===== src/rtl/rx_buffer_ctrl.sv =====
// RX FIFO controller: tracks occupancy, packs 1/2/4-byte host reads, runs flushes.
// Read latency N+1 cycles after rd_req in IDLE; errors answered in 1 cycle; RX bytes dropped when full or flushing.
module rx_buffer_ctrl #(
  parameter int DEPTH = 64,
  parameter int OCC_W = 7
) (
  input  logic             clk,
  input  logic             n_rst,
  input  logic             rx_byte_valid,
  input  logic [7:0]       rx_byte,
  input  logic             rx_packet_done,
  input  logic             rx_error,
  input  logic             flush,
  input  logic             rd_req,
  input  logic [1:0]       rd_size,
  output logic             rd_ack,
  output logic             rd_err,
  output logic [31:0]      rd_data,
  output logic [OCC_W-1:0] occupancy,
  output logic             rx_data_ready,
  output logic             overflow,
  output logic             fifo_w_enable,
  output logic [7:0]       fifo_w_data,
  output logic             fifo_r_enable,
  input  logic [7:0]       fifo_r_data,
  input  logic             fifo_full,
  input  logic             fifo_empty
);

  typedef enum logic [2:0] {IDLE, READ, ACK, ERR, FLUSH} state_t;

  state_t           state_q, state_d;
  logic [OCC_W-1:0] occ_q, occ_d;
  logic             rdy_q, rdy_d;
  logic             ovf_q, ovf_d;
  logic [31:0]      rd_data_q, rd_data_d;
  logic [1:0]       cnt_q, cnt_d;
  logic [1:0]       last_q, last_d;
  logic             abort_q, abort_d;

  logic             wr;
  logic             pop;
  logic             flush_done;
  logic             abort_req;
  logic [OCC_W-1:0] need_n;
  logic [1:0]       last_n;

  always_ff @(posedge clk or negedge n_rst) begin
    if (!n_rst) begin
      state_q   <= IDLE;
      occ_q     <= '0;
      rdy_q     <= 1'b0;
      ovf_q     <= 1'b0;
      rd_data_q <= '0;
      cnt_q     <= '0;
      last_q    <= '0;
      abort_q   <= 1'b0;
    end else begin
      state_q   <= state_d;
      occ_q     <= occ_d;
      rdy_q     <= rdy_d;
      ovf_q     <= ovf_d;
      rd_data_q <= rd_data_d;
      cnt_q     <= cnt_d;
      last_q    <= last_d;
      abort_q   <= abort_d;
    end
  end

  always_comb begin
    state_d    = state_q;
    occ_d      = occ_q;
    rdy_d      = rdy_q;
    ovf_d      = ovf_q;
    rd_data_d  = rd_data_q;
    cnt_d      = cnt_q;
    last_d     = last_q;
    abort_d    = abort_q;
    pop        = 1'b0;
    flush_done = 1'b0;
    abort_req  = flush | rx_error;
    wr         = rx_byte_valid & ~fifo_full & (state_q != FLUSH);

    case (rd_size)
      2'd0:    begin need_n = OCC_W'(1); last_n = 2'd0; end
      2'd1:    begin need_n = OCC_W'(2); last_n = 2'd1; end
      2'd2:    begin need_n = OCC_W'(4); last_n = 2'd3; end
      default: begin need_n = '0;        last_n = 2'd0; end
    endcase

    if (rx_byte_valid && fifo_full && state_q != FLUSH) begin
      ovf_d = 1'b1;
    end

    case (state_q)
      IDLE: begin
        if (abort_req) begin
          state_d = FLUSH;
        end else if (rd_req) begin
          rd_data_d = '0;
          if (rd_size == 2'd3 || occ_q < need_n) begin
            state_d = ERR;
          end else begin
            state_d = READ;
            cnt_d   = '0;
            last_d  = last_n;
          end
        end
      end
      READ: begin
        // The guard on fifo_empty never fires once occupancy was checked; it only keeps the FIFO safe.
        pop = ~fifo_empty;
        if (abort_req) begin
          state_d = FLUSH;
          abort_d = 1'b1;
        end else if (pop) begin
          case (cnt_q)
            2'd0:    rd_data_d[7:0]   = fifo_r_data;
            2'd1:    rd_data_d[15:8]  = fifo_r_data;
            2'd2:    rd_data_d[23:16] = fifo_r_data;
            default: rd_data_d[31:24] = fifo_r_data;
          endcase
          cnt_d = cnt_q + 2'd1;
          if (cnt_q == last_q) begin
            state_d = ACK;
          end
        end
      end
      ACK, ERR: begin
        state_d = abort_req ? FLUSH : IDLE;
      end
      FLUSH: begin
        pop = ~fifo_empty;
        if (fifo_empty) begin
          flush_done = 1'b1;
          ovf_d      = 1'b0;
          abort_d    = 1'b0;
          if (abort_q) begin
            state_d   = ERR;
            rd_data_d = '0;
          end else begin
            state_d = IDLE;
          end
        end
      end
      default: state_d = IDLE;
    endcase

    if (wr && !pop && occ_q != OCC_W'(DEPTH)) begin
      occ_d = occ_q + OCC_W'(1);
    end else if (pop && !wr && occ_q != '0) begin
      occ_d = occ_q - OCC_W'(1);
    end
    if (flush_done) begin
      occ_d = '0;
    end

    // Emptying wins over a coincident end-of-packet: nothing is left to read.
    if (occ_d == '0) begin
      rdy_d = 1'b0;
    end else if (rx_packet_done && (occ_q != '0 || wr)) begin
      rdy_d = 1'b1;
    end
  end

  assign fifo_w_enable = wr;
  assign fifo_w_data   = rx_byte;
  assign fifo_r_enable = pop;
  assign rd_ack        = (state_q == ACK) || (state_q == ERR);
  assign rd_err        = (state_q == ERR);
  assign rd_data       = rd_data_q;
  assign occupancy     = occ_q;
  assign rx_data_ready = rdy_q;
  assign overflow      = ovf_q;

endmodule

===== config.mk =====
export PLATFORM = sky130hd
export DESIGN_NAME = rx_buffer_ctrl
export DESIGN_NICKNAME = d
export VERILOG_FILES = /design/src/rtl/rx_buffer_ctrl.sv
export SDC_FILE = /design/constraint.sdc
export NUM_CORES = 1
export LEC_CHECK = 0
export ABC_AREA = 1
export ABC_CLOCK_PERIOD_IN_PS = 4200
export CAP_MARGIN = 15
export CORE_ASPECT_RATIO = 0.8
export CORE_MARGIN = 2
export CORE_UTILIZATION = 25
export DETAILED_ROUTE_END_ITERATION = 8
export GPL_TIMING_DRIVEN = 0
export HOLD_SLACK_MARGIN = 0.1
export SYNTH_ARGS = -nofsm -noshare
export SYNTH_HDL_FRONTEND = slang
export SYNTH_SLANG_ARGS = --single-unit

===== constraint.sdc =====
create_clock -name clk -period 4.2 [get_ports clk]
set_input_delay 1.26 -clock clk [delete_from_list [all_inputs] [get_ports clk]]
set_output_delay 1.26 -clock clk [all_outputs]
set_load 0.02 [all_outputs]

Word level (Yosys, flattened, before mapping)
Cells that the tools add are included.

storage, ports and cells
  bits in registers = 49
  output and inout bits = 53
  logic and storage cells = 124
  input bits = 27

operators by class
  multiplexer cells = 43
  reductions and logical operators = 32
  equal/unequal tests = 27
  bitwise operators = 7
  add/sub/neg operators = 3
  magnitude comparators = 1

operators by type and width
  kind                                                 count
  2-to-1 mux 32 bit                                    6
  one-hot mux 32 bit (3 select lines)                  1
  2-to-1 mux 8 bit                                     4
  AND reduction 8 bit                                  4
  2-to-1 mux 3 bit                                     7
  2-to-1 mux 7 bit                                     3
  != test 2 bit, second input constant                 9
  2-to-1 mux 2 bit                                     7
  != test 3 bit, second input constant                 4
  one-hot mux 3 bit (4 select lines)                   1
  2-to-1 mux 1 bit                                     10
  one-hot mux 3 bit (3 select lines)                   1
  one-hot mux 2 bit (2 select lines)                   2
  AND reduction 4 bit                                  2
  adder 7 x 1 -> 7 bit, second input constant          1
  logical AND 1 bit                                    7
  zero test 7 bit                                      1
  less-than comparator 7 bit                           1
  != test 7 bit, second input constant                 1
  nonzero test 7 bit                                   1
  subtractor 7 x 1 -> 7 bit, second input constant     1
  equality test 2 bit, second input constant           3
  equality test 3 x 2 -> 1 bit, second input constant  2
  != test 2 x 1 -> 1 bit, second input constant        3
  19 further kinds                                     31

Depth between registers and ports, before layout
Gate-level depths: netlist (run 1).

  word-level depth = 11
  mapped depth = 14
  depth with buffers taken out = 14

Least setup slack after synthesis (run 1)
No wires, ideal clock.

  path kind = input to output
  start = input rx_byte_valid
  end = output fifo_w_enable
  path buffers = 0
  slack = 1.324 ns
  data arrival time = 1.616 ns
  data required time = 2.940 ns
  stages = 4
  cells stage by stage = inv_1 > nor2_1 > nand2_1 > inv_2

between the ends
  longest elaborated chain between the ends = 2

ends and longest elaborated chain
  what                    line  RTL
  from (decl)             9     input logic rx_byte_valid,
  AND 1 bit (2 in a row)  82    wr = rx_byte_valid & ~fifo_full & (state_q != FLUSH);
  to (decl)               22    output logic fifo_w_enable,

Every way passes these cells.

Worst setup path in the final report (run 1)
Same ends and word-level chain as after synthesis.

==> results of run 1 <==
kinds of logic after synthesis:
kind of cell             after synthesis  synth area share
AO/OA/AOI/OAI                         56            0.1282
buffers and inverters                 59           0.09722
XOR/XNOR                               6           0.01944
flip-flops                            49            0.4537
multiplexers                           1          0.004166
AND/OR/NAND/NOR                      150            0.2370
adder cells (fa/ha/maj)               13           0.06019
worst max-delay path, cell delays in order:
cell and delay, ns:
clkdlybuf4s50_1 0.48, inv_1 0.04, nor2_1 0.08, nand2_1 0.13, inv_2 0.15, clkdlybuf4s50_1 0.62
routing by layer:
layer | part of all wire | wire [µm] | vias up
met2 | 0.45 | 3108 | 48
met1 | 0.49 | 3388 | 1100
li1 | - | - | 1218
met3 | 0.045 | 315 | 10
met5 | 0 | 0 | -
met4 | 0.016 | 114 | 0
sequential cells by signal, summed over array words and instances, names as in the netlist:
signal,flops
overflow,1
cnt_q,2
occupancy,7
rx_data_ready,1
abort_q,1
state_q,3
last_q,2
rd_data,32
cells in the mapped netlist:
cell,number,share of area
nand2_1,91,0.13
dfrtp_1,49,0.45
inv_1,35,0.049
o21ai_1,33,0.061
nor2_1,25,0.035
nand3_1,17,0.031
ha_1,13,0.060
buf_4,9,0.025
a21oi_1,8,0.015
inv_2,8,0.011
nand4_1,7,0.016
buf_2,6,0.011
o21ai_0,6,0.011
nor3_1,4,0.0074
xor2_1,4,0.013
o221ai_2,3,0.017
a21boi_0,2,0.0056
nor2_4,2,0.0083
xnor2_1,2,0.0065
a211oi_4,1,0.0074
a311oi_1,1,0.0032
a32o_1,1,0.0037
clkinv_1,1,0.0014
mux2_2,1,0.0042
nand2_2,1,0.0023
nand2_4,1,0.0042
nand3_2,1,0.0037
nor2_2,1,0.0023
o22ai_2,1,0.0046
how the worst max path moves through the flow:
stage | startpoint | endpoint | slack, ns | cells after the start
floorplan | rx_byte_valid | fifo_w_enable | 1.32 | 4
detailed placement | rx_byte_valid | fifo_w_enable | 0.19 | 6
CTS | rx_byte_valid | fifo_w_enable | 0.18 | 6
global placement | rx_byte_valid | fifo_w_enable | 0.19 | 6
global route | rx_byte_valid | fifo_w_enable | 0.11 | 6
finish | rx_byte_valid | fifo_w_enable | 0.18 | 6
stage by stage:
| stage | setup WS, ns | hold WS [ns] |
|---|---|---|
| after floorplan | 1.324 | 0.4753 |
| after global placement | 0.1926 | 0.4732 |
| after detailed placement | 0.1865 | 0.4779 |
| after CTS | 0.1832 | 0.4943 |
| after global routing | 0.1069 | 0.5175 |
| final | 0.1781 | 0.4891 |
power by group through the flow:
stage	logic, mW	clock network (mW)	registers, mW
after floorplan	0.811	0	0.906
after global placement	1.47	0	0.775
after detailed placement	1.48	0	0.778
after CTS	1.49	0.410	0.770
after global routing	1.64	0.425	0.793
final	1.49	0.397	0.769
layout make-up:
class / count / area [µm²] / area share
repair buffers: 72 / 725.7 / 0.1937
multi-input cells: 226 / 1214 / 0.3240
well taps: 140 / 175.2 / 0.04676
plain buffers: 15 / 97.59 / 0.02605
flip-flops and latches: 49 / 1226 / 0.3273
inverters: 44 / 165.2 / 0.04409
clock inverters: 2 / 13.76 / 0.003674
clock buffers: 6 / 128.9 / 0.03440
==> flow_summary.ini, run 1 <==
[run_status]
status = finished clean

[setup_path]
cp_max_fo = 5
reg2regPathDepth = 12
required_ns = 2.94
r2r_slack_ns = 2.05
critical_path_class = in2out
cp-start-kind = primary input
worstPathArrival_ns = 2.76
r2r_end = rx_data_ready
worstReg2RegStart = occupancy[0]
worst_setup_path_end_kind = primary output

[routing]
vias = 2376
drc = 0
ant_nets = 0
vias_per_cell = 4.289
wl_per_cell_um = 12.50
drt_wl_total_mm = 6.926
dr.first_iter.drc_count = 142
firstDrtPassIters = 4

[timing]
rsz0062_at_grt = no
max_freq_ghz = 0.2486
finalMaxSlewViolations = 0
worst_slew_margin_rel = 0.7164
setup_violations = 0
final-hold-violation-count = 0
skew_ns = 0.001938
tightest_slew_ns = 0.4254
post-route-min-period_ns = 4.022
fin_tns_setup_ns = 0
finalCritPeriodShare = 0.9576

[pwr]
internal_power_mw = 1.438
power_frac_comb = 0.560
p_switching_mw = 1.213
seqPwrFrac = 0.290
clockPowerShare = 0.150
swShare = 0.4576
power_density_nw_per_um2 = 707.8
p_leak_nw = 1.749
vdd.ir_drop.worst_uv = 174.8
p_total_mw = 2.651

[min_path]
hold_path_startpoint = rd_data[7]
hold_end = rd_data[7]
min_path_cells = 2
hp-class = reg2reg

[grt]
overflow = 0
grt_pass1_wl_mm = 11.24
grt_max_degree = 33
antenna_found_initial = 0
met1_usage = 0.1691
use_met3 = 0.02535
grt_usage = 0.1185
busiest_layer = met2
grt_use_met2 = 0.1805
grt_pass1_vias = 2223

[clock_tree]
clock-sinks = 49
clock_path_buffers = 2
root_buffer = clkbuf_16
clk_pin_slew_ns = 0.06
cts_tree = built
htree_levels = 2
cts_resized = 0
post_cts_buffers = 0
postCtsHoldBufs = 0
cts_buffers = 5
worstSkewPairLatency_ns = 0.29

[cells_and_area]
drive_above_1_share = 0.1063
num_antenna_cells = 0
postLayoutCellArea_um2 = 3746
layout_commonest_cell = nand2_1
num-fill-cells = 1100
nets = 453
layout_common_cells = nand2_1, clkdlybuf4s50_1, dfrtp_1, inv_1, o21ai_1
final_util = 0.3600
syn_to_final_growth_pct = 38.61
fin_cells = 554

[placed_design]
gp_congestion = 0.8702
place_hpwl_mm = 5.524
postPlaceCellArea_um2 = 3603
io_buffers = 71
numPlacedInstances = 546

[logic_synthesis]
syn_area_um2 = 2703
syn_area_per_cell_um2 = 8.092
yosysWarnings = 0
ys_seq_area_frac = 0.4537
synth.distinct_cells = 29
synthCells = 334
synth_nets = 374
synth_seq_cells = 49

[floorplanning]
rows = 33
dieArea_um2 = 11660
coreArea_um2 = 10410
initial_core_util = 0.2597
ios = 80
die_width_um = 120.2
die_h_um = 97.00

[job]
cap_violations = 0
Note: power is estimated with default switching activity, not from simulation.
==> run 2: changes to the inputs <==
Settings changed: ABC_CLOCK_PERIOD_IN_PS 4200 to 3700, GPL_TIMING_DRIVEN 0 to not set, SLEW_MARGIN set to 30.
Clock period 4.2 ns to 3.7 ns, I/O delays scaled along.
==> run 2 against run 1 <==
  * Flip-flop and latch count unchanged
  * Worst setup slack got worse by 0.035 ns
  * Critical path depth is the same
  * Clock-buffer cell count unchanged
  * Routed wire length rose by 0.91%
  * Die area unchanged
  * Cell area is 4.4% lower
  * Register-to-register slack lost 0.49 ns
  * Clock skew up 0.0057 ns
==> flow_summary.ini, run 2 (synthesized netlist as in run 1, its figures left out) <==
[run_status]
status = finished clean

[floorplanning]
coreArea_um2 = 10410
dieArea_um2 = 11660
rows = 33
die_width_um = 120.2
ios = 80
initial_core_util = 0.2597
die_h_um = 97.00

[setup_path]
cp_max_fo = 2
critPathTopFamily = buffers and inverters
slowest_stage = clkdlybuf4s50_1
critPathLaunch = rx_byte_valid
cp_cell_sequence = clkdlybuf4s50_1 > inv_1 > nor2_1 > nand2_1 > inv_2 > clkdlybuf4s50_1
worst_setup_path_end_kind = primary output
cp-start-kind = primary input
reg2regPathDepth = 12
r2r_slack_ns = 1.56
critPathCapture = fifo_w_enable
required_ns = 2.59
cpPeakStageDelay_ns = 0.59
cp_common_cell = clkdlybuf4s50_1
worstPathArrival_ns = 2.45
critical_path_class = in2out
cp.depth = 6
r2r_end = rx_data_ready
worstReg2RegStart = occupancy[0]
crit_buf_inv = 4

[clock_tree]
clock-sinks = 49
clock_path_buffers = 2
cts_tree = built
post_cts_buffers = 0
cts_buffers = 5
postCtsHoldBufs = 0
root_buffer = clkbuf_16
clk_pin_slew_ns = 0.06
worstSkewPairLatency_ns = 0.29
htree_levels = 2
cts_resized = 0

[timing]
finalMaxSlewViolations = 0
rsz0062_at_grt = no
timing.final.ws_setup_ns = 0.1431
post-route-min-period_ns = 3.557
tightest_slew_ns = 0.7543
worst_slew_margin_rel = 0.4971
final-hold-violation-count = 0
finalCritPeriodShare = 0.9613
max_freq_ghz = 0.2811
setup_violations = 0
fin_tns_setup_ns = 0
skew_ns = 0.007653

[routing]
drt_wl_total_mm = 6.989
vias = 2283
drc = 0
vias_per_cell = 4.275
wl_per_cell_um = 13.09
dr.first_iter.drc_count = 160
ant_nets = 0
firstDrtPassIters = 5

[placed_design]
place_hpwl_mm = 5.604
gp_congestion = 0.8832
post-place-ws_ns = 0.1346
io_buffers = 63

[cells_and_area]
syn_to_final_growth_pct = 32.45
layout_commonest_cell = nand2_1
drive_above_1_share = 0.08122
layout_common_cells = nand2_1, clkdlybuf4s50_1, dfrtp_1, inv_1, o21ai_1
nets = 433
final_util = 0.3440
num_antenna_cells = 0
largest_register_ffs = 32

[pwr]
vdd.ir_drop.worst_uv = 214.8
power_density_nw_per_um2 = 823.7
p_leak_nw = 1.657

[min_path]
hp-class = reg2reg

[grt]
grt_pass1_wl_mm = 11.55
grt_usage = 0.1246
overflow = 0
grt_max_degree = 26
antenna_found_initial = 0
grt_pass1_vias = 2118

[job]
cap_violations = 0
==> run 2: worst register-to-register path, delay by kind of cell, from the launching register on <==
| family | cells | cell delay, ns |
|---|---|---|
| buffers and inverters | 2 | 0.21 |
| AND/OR/NAND/NOR | 9 | 1.13 |
| adder cells (fa/ha/maj) | 1 | 0.26 |
| flip-flops | 1 | 0.43 |
==> run 2: worst min path at each step <==
stage / slack, ns / depth (start not counted) / from / end
2_1_floorplan: 0.48 / 2 / last_q[1] / last_q[1]
3_3_place_gp: 0.48 / 2 / rd_data[16] / rd_data[16]
3_5_place_dp: 0.48 / 2 / rd_data[25] / rd_data[25]
4_1_cts: 0.49 / 2 / rd_data[25] / rd_data[25]
5_1_grt: 0.53 / 2 / rd_data[10] / rd_data[10]
6_report: 0.49 / 2 / rd_data[10] / rd_data[10]
==> run 2: cell type report <==
cell class              instances  area [µm²]
multi-input cells             226        1214
well taps                     140       175.2
clock buffers                   6       128.9
fillers                      1102        6825
clock inverters                 2       15.01
repair buffers                 67       655.6
inverters                      44       165.2
flip-flops and latches         49        1226
==> run 2: per-layer routing <==
layer,vias up,GRT usage,share of wire
li1,1185,-,-
met1,1059,0.1878,0.51
met2,35,0.1844,0.45
met3,4,0.02123,0.040
met4,0,0.03041,0.0079
met5,-,0,0
==> run 2: report_power, final <==
part	total [mW]	internal (mW)	switching (mW)
registers	0.910	0.722	0.188
logic	1.59	0.617	0.976
clock network	0.445	0.251	0.195
total	2.95	1.59	1.36
==> run 2: stage by stage <==
stage / area (µm²) / hold slack (ns) / instances / power (mW)
after global placement: 3436 / 0.4751 / 526 / 2.505
after detailed placement: 3436 / 0.4779 / 526 / 2.525
after global routing: 3580 / 0.5259 / 534 / 3.208
after CTS: 3580 / 0.4943 / 534 / 2.985
final: 3580 / 0.4893 / 534 / 2.949
after floorplan: 2703 / 0.4753 / 334 / 1.950
